===== src/rtl/cnt_snapshot_tx.sv =====
// cnt_snapshot_tx: latches the live event count and streams it MSB-first as bytes; SNAP_HEADER_EN adds an 0xA5 header byte
module cnt_snapshot_tx #(
  parameter int CNT_W = 64
) (
  input  logic             clk,
  input  logic             rst,
  input  logic [CNT_W-1:0] cnt_in,
  input  logic             snap,
  output logic             busy,
  output logic [7:0]       tx_data,
  output logic             tx_valid,
  input  logic             tx_ready,
  output logic             done,
  output logic             overrun
);
  localparam int NBYTES = CNT_W / 8;
  localparam int IW = (NBYTES > 1) ? $clog2(NBYTES) : 1;
  localparam logic [IW-1:0] LAST = IW'(NBYTES - 1);
`ifdef SNAP_HEADER_EN
  typedef enum logic [1:0] {IDLE, SEND, HDR} state_t;
  localparam state_t FIRST = HDR;
`else
  typedef enum logic [1:0] {IDLE, SEND} state_t;
  localparam state_t FIRST = SEND;
`endif
  state_t st, nxt;
  logic [CNT_W-1:0] shadow;
  logic [IW-1:0] idx;
  logic done_q, ovr_q;
  logic hs, accept, last_hs;
  assign hs = tx_valid & tx_ready;
  assign accept = (st == IDLE) & snap;
  assign last_hs = (st == SEND) & hs & (idx == '0);
  assign tx_valid = st != IDLE;
  assign busy = tx_valid;
  assign done = done_q;
  assign overrun = ovr_q;
`ifdef SNAP_HEADER_EN
  assign tx_data = (st == HDR) ? 8'hA5 : (st == SEND) ? shadow[{idx, 3'b000} +: 8] : 8'h00;
`else
  assign tx_data = (st == SEND) ? shadow[{idx, 3'b000} +: 8] : 8'h00;
`endif
  // state register
  always_ff @(posedge clk or negedge rst)
    if (!rst) st <= IDLE;
    else st <= nxt;
  // next state: accept in IDLE, leave SEND after the final byte handshake
  always_comb begin
    nxt = st;
    if (st == IDLE) nxt = snap ? FIRST : IDLE;
`ifdef SNAP_HEADER_EN
    else if (st == HDR) nxt = hs ? SEND : HDR;
`endif
    else nxt = last_hs ? IDLE : SEND;
  end
  // shadow capture, byte index walk, done pulse and sticky overrun
  always_ff @(posedge clk or negedge rst)
    if (!rst) begin
      shadow <= '0;
      idx <= '0;
      done_q <= 1'b0;
      ovr_q <= 1'b0;
    end else begin
      shadow <= accept ? cnt_in : shadow;
      idx <= accept ? LAST : ((st == SEND) && hs && (idx != '0)) ? idx - 1'b1 : idx;
      done_q <= last_hs;
      ovr_q <= ovr_q | (snap & (st != IDLE));
    end
endmodule


===== config.mk =====
export PLATFORM = sky130hd
export DESIGN_NAME = cnt_snapshot_tx
export DESIGN_NICKNAME = d
export VERILOG_FILES = /design/src/rtl/cnt_snapshot_tx.sv
export SDC_FILE = /design/constraint.sdc
export NUM_CORES = 1
export LEC_CHECK = 0
export BUFFER_PORTS_ARGS = -buffer_cell sky130_fd_sc_hd__buf_4
export CORE_UTILIZATION = 55
export DETAILED_ROUTE_END_ITERATION = 6
export PLACE_DENSITY = 0.88
export SLEW_MARGIN = 40
export SYNTH_ARGS = -nofsm -noshare
export SYNTH_HDL_FRONTEND = slang
export SYNTH_SLANG_ARGS = --single-unit

===== constraint.sdc =====
create_clock -name clk -period 2.55 [get_ports clk]
set_input_delay 0.255 -clock clk [delete_from_list [all_inputs] [get_ports clk]]
set_output_delay 0.255 -clock clk [all_outputs]
set_load 0.01 [all_outputs]

==> impl_metrics.toml, run 1 <==
[sta]
rsz0062_at_grt = "false"
holdWs_ns = 0.144
fmaxAchievable_mhz = 434
worst_slew_pin_slew_ns = 0.692
drv_slew = 0
fin_crit_sh_pct = 90.3
min_period_ns = 2.30
finClkSkew_ns = 0.00513
slew_headroom_pct = 53.8
setup_viol = 0
hold_viol = 0
tns_ns = 0

[setup_path]
r2r_slack_ns = 0.61
cp_max_fo = 9
crit_buf_inv = 2
path_cells = "buf_4 -> mux4_2 -> nand2_1 -> a21oi_1 -> buf_4"
crit_path_top_delay_cell = "dfrtp_1"
crit_path_end_kind = "output pin"
critPathTopFamily = "flip-flops"
crit_start = "idx[1]$_DFFE_PN0P_"
slowest_delay_ns = 0.58
cpMostUsedCell = "buf_4"
arrival_ns = 2.05
crit_required_ns = 2.30
start_kind = "register"
crit_type = "reg2out"
reg2reg_from = "idx[0]$_DFFE_PN0P_"

[cts]
cts_tree = "yes"
cts_root_buf = "clkbuf_8"
clk_pin_slew_worst_paths_ns = 0.07
ctsResizeCount = 0
cts_max_path_buffers = 2
insertion_delay_ns = 0.34
numCtsBuffers = 9
htreeDepth = 3
clock-sinks = 70

[synth]
ys_ff_latch = 70
synth.area.top_cells = "dfrtp_1 55%, mux2_2 23%, mux4_1 6.6%"
yosys_warnings = 0
ys_seq_area_share_pct = 54.8
avgSynthCellArea_um2 = 15.3
synth_edf_count = 0
syn_inst = 209
synth_area_um2 = 3200
synth_flop_cell = "dfrtp_1"
ys_types = 21
synth_largest_area_cell = "dfrtp_1"
yosys-top-cells-count = "70 x dfrtp_1, 64 x mux2_2, 18 x nand2_1"
synth_fp_nets = 279
ys_async_sr_fraction_pct = 100
synthMostInstantiatedCell = "dfrtp_1"
synth_top_cell_area_share_pct = 54.8

[cells_and_area]
syn2layout_area_growth_pct = 25.0
num-nets-final = 360
drive_gt1_share_pct = 56.8
antenna_cells = 0

[power_and_ir_drop]
pwr-share-clk_pct = 16.1
power_density_nw_per_um2 = 1210
leakagePower_nw = 1.81
seqPwrFrac_pct = 42.7
internal_power_mw = 3.33
ir_worst_vdd_v = 0.000760
sw_frac_of_total_pct = 31.4
power_switching_mw = 1.52
combPwrFrac_pct = 41.2

[global_route]
grt_max_degree = 71
grt_pass1_vias = 2161
grt_pass1_wl_um = 10400
met1_usage_pct = 30.4
busiest_layer = "met2"
antenna_found_initial = 0
grt_use_total_pct = 23.1
grt_overflow = 0
gr-usage-met2_pct = 36.8
gr-usage-met3_pct = 4.53

[run_status]
outcome = "finished, final reports clean"

[worst_hold_path]
worstHoldStart = "cnt_in[9]"
hold_path.class = "in2reg"

[placement]
dp_hpwl_um = 4550
gp_congestion = 0.749
io_buffers = 79

[floorplan]
rows = 27
io_pins = 80
die_x_um = 78.3
die_area_um2 = 6120
dieHeight_um = 78.3
initial_core_util_pct = 57.7
core_um2 = 5540

[detailed_routing]
ant_nets = 0
viasPerCell = 5.60
route.vias.total = 2050
drt_pass1_iterations = 4
drt_iter0_drc = 132
drc = 0
wl_um = 6340
wl_per_cell_um = 17.3

[flow_run]
drv_cap = 0
==> sequential cells by signal, summed over array words and instances, names as in the netlist <==
register  flops
done          1
idx           3
st            1
shadow       64
overrun       1
==> path summary, 6_finish.rpt <==
kind,endpoint,cells past startpoint
hold reg to reg,overrun$_DFF_PN0_,1
min in group asynchronous,shadow[63]$_DFFE_PN0P_,2
setup reg to reg,idx[0]$_DFFE_PN0P_,5
hold / removal,shadow[9]$_DFFE_PN0P_,2
max in group asynchronous,shadow[8]$_DFFE_PN0P_,2
setup / recovery,tx_data[3],5
==> final cells by class <==
cell class	count	area [µm²]
clock inverters	1	5.00
multi-input cells	122	1330
repair buffers	83	642
fillers	390	1540
inverters	4	15.0
flip-flops and latches	70	1750
clock buffers	14	163
well taps	72	90.1
==> timing repair <==
item / 4_1_cts / 5_1_grt
hold buffers: 0 / 1
hold endpoints to repair: 0 / 70
setup buffers: 0 / 0
==> cells in the final DEF (no fill, tap or decap), types with 3 or more instances in the layout <==
master     n
dfrtp_1   70
buf_4     80
clkbuf_8  11
mux4_2     8
o21ai_0    3
nand2_1   18
clkbuf_1   3
mux4_1     8
a21oi_1    8
mux2_2    64
==> cell families (layout without fill, tap and decap cells) <==
logic type,count (synthesis),count (layout),synth area share [%]
adders and majority gates,2,2,0.782
and+or+nand+nor,27,27,3.68
DFF,70,70,54.8
AOI/OAI and AO/OA,13,13,2.23
buffers and inverters,17,102,3.80
muxes,80,80,34.7
==> power by group through the flow <==
stage | clock network, mW | logic [mW] | registers (mW)
2_1_floorplan | 0 | 1.59 | 1.85
3_3_place_gp | 0 | 1.94 | 2.06
3_5_place_dp | 0 | 2.01 | 2.09
4_1_cts | 0.796 | 2.02 | 2.07
5_1_grt | 0.847 | 2.16 | 2.13
6_report | 0.780 | 2.00 | 2.07
==> per-layer routing <==
| metal | wire (µm) | vias up |
|---|---|---|
| met2 | 3140 | 76 |
| li1 | - | 923 |
| met3 | 346 | 12 |
| met5 | 0 | - |
| met1 | 2720 | 1039 |
| met4 | 131 | 0 |
==> per-stage QoR <==
| stage | util, % | cells | power, mW | cell area [µm²] | setup slack, ns |
|---|---|---|---|---|---|
| final | 72.2 | 366 | 4.85 | 4000 | 0.246 |
| after global routing | 72.2 | 366 | 5.14 | 4000 | 0.153 |
| after CTS | 71.9 | 365 | 4.88 | 3990 | 0.230 |
| after detailed placement | 68.9 | 350 | 4.10 | 3820 | 0.606 |
| after global placement | 68.9 | 350 | 3.99 | 3820 | 0.651 |
| after floorplan | - | 209 | 3.44 | 3200 | 0.978 |
No activity file was read; power rests on OpenSTA's default activity.
==> run 2, diff against run 1 <==
--- a/config.mk
+++ b/config.mk
@@ -6,10 +6,9 @@
 export NUM_CORES = 1
 export LEC_CHECK = 0
 export BUFFER_PORTS_ARGS = -buffer_cell sky130_fd_sc_hd__buf_4
-export CORE_UTILIZATION = 55
+export CORE_UTILIZATION = 53
 export DETAILED_ROUTE_END_ITERATION = 6
-export PLACE_DENSITY = 0.88
-export SLEW_MARGIN = 40
+export PLACE_DENSITY = 0.86
 export SYNTH_ARGS = -nofsm -noshare
 export SYNTH_HDL_FRONTEND = slang
 export SYNTH_SLANG_ARGS = --single-unit
==> constraint.sdc (replaced) <==
create_clock -name clk -period 2.3 [get_ports clk]
set_input_delay 0.23 -clock clk [delete_from_list [all_inputs] [get_ports clk]]
set_output_delay 0.23 -clock clk [all_outputs]
set_load 0.01 [all_outputs]
==> impl_metrics.toml, run 2 (same netlist as run 1, synthesis figures left out) <==
[global_route]
grt_pass1_vias = 2195
antenna_found_initial = 0
grt_pass1_wl_um = 10800
grt_overflow = 0
grt_max_degree = 71
grt_use_total_pct = 23.7

[run_status]
violations = "hold timing"
outcome = "finished, violations left"

[flow_run]
drv_cap = 0

[cells_and_area]
largest_register_ffs = 64
final_cell_mix = "80 x buf_4, 69 x dfrtp_1, 64 x mux2_2"
drive_gt1_share_pct = 58.5
multi_input_area_um2 = 1330
ff_latch_area_um2 = 1750
largest-register = "shadow"
num-nets-final = 359
fin_cells = 366
final_common_cell = "buf_4"
antenna_cells = 0
stdcell_area_um2 = 4080
fillers = 383
reg_top3 = "shadow x64, idx x3"
syn2layout_area_growth_pct = 27.5

[sta]
finClkSkew_ns = 0.00934
hold_viol = 2
holdWs_ns = -0.000700
drv_slew = 0
slew_headroom_pct = 42.9
tns_ns = 0
rsz0062_at_grt = "false"
worst_slew_pin_slew_ns = 0.856
fin_crit_sh_pct = 96.1
min_period_ns = 2.21
setup_viol = 0
fmaxAchievable_mhz = 453

[cts]
cts_setup_buffers = 0
clock-sinks = 70
clk_pin_slew_worst_paths_ns = 0.08
cts_root_buf = "clkbuf_8"
postCtsHoldBufs = 0
htreeDepth = 3
cts_max_path_buffers = 2
insertion_delay_ns = 0.35
cts_tree = "yes"
numCtsBuffers = 9

[detailed_routing]
drt_iter0_drc = 95
wl_um = 6450
drt_pass1_iterations = 4
viasPerCell = 5.55
route.vias.total = 2031
wl_per_cell_um = 17.6
ant_nets = 0
drc = 0

[setup_path]
crit_type = "reg2out"
crit_required_ns = 2.07
start_kind = "register"
r2r_slack_ns = 0.41
cp_max_fo = 15
crit_path_end_kind = "output pin"
arrival_ns = 1.98

[floorplan]
initial_core_util_pct = 56.3
core_um2 = 5680
dieHeight_um = 79.7
die_x_um = 79.7
die_area_um2 = 6350
rows = 27
io_pins = 80

[placement]
gp_congestion = 0.826
placed_cells = 350
io_buffers = 79
dpl-instance-area_um2 = 3830
dp_hpwl_um = 4650

[worst_hold_path]
hold_path.class = "in2async"

[power_and_ir_drop]
leakagePower_nw = 1.85
power_density_nw_per_um2 = 1410
ir_worst_vdd_v = 0.000953
p_total_mw = 5.74
-- run 2: cell type report --
cell class | instances | share of cell area, %
clock buffers | 10 | 3.38
clock inverters | 6 | 2.67
inverters | 4 | 0.368
multi-input cells | 122 | 32.7
flip-flops and latches | 70 | 43.0
well taps | 72 | 2.21
repair buffers | 82 | 15.7
-- run 2: repair_timing --
action	CTS	global route
resized for setup	0	1
setup endpoints to repair	0	1
hold endpoints to repair	0	0
-- run 2: worst paths after layout --
kind                               startpoint  depth (start not counted)                      to
min reg2reg                 overrun$_DFF_PN0_                          1       overrun$_DFF_PN0_
max reg2reg                idx[0]$_DFFE_PN0P_                          4      idx[1]$_DFFE_PN0P_
max                        idx[1]$_DFFE_PN0P_                          5              tx_data[7]
max in group asynchronous                 rst                          1      idx[2]$_DFFE_PN0P_
min in group clk                   cnt_in[42]                          2  shadow[42]$_DFFE_PN0P_
min                                       rst                          1  shadow[13]$_DFFE_PN0P_
-- run 2: where the power goes --
group | switching [mW] | total [mW] | internal, mW
registers | 0.418 | 2.26 | 1.84
clock network | 0.458 | 1.21 | 0.748
logic | 0.857 | 2.27 | 1.41
-- run 2: metrics by stage --
stage	util [%]	hold slack, ns	setup slack (ns)
2_1_floorplan	-	-0.0656	0.728
3_3_place_gp	67.5	0.389	0.518
3_5_place_dp	67.5	0.396	0.387
4_1_cts	71.8	0.0180	0.0818
5_1_grt	71.8	0.0493	0.00781
6_report	71.8	-0.000700	0.0905
-- run 2: routing by layer --
metal,part of all wire (%),vias up,global-route usage [%]
met1,42,1030,30.0
met4,2.0,0,11.8
met3,4.6,10,5.26
met2,51,62,38.3
li1,-,929,-
met5,0,-,0
-- run 2: critical path: stages (launching register included) --
cell     delay (ns)
dfrtp_1        0.49
buf_12         0.20
mux4_1         0.58
nand2_1        0.11
a21oi_1        0.09
buf_4          0.15
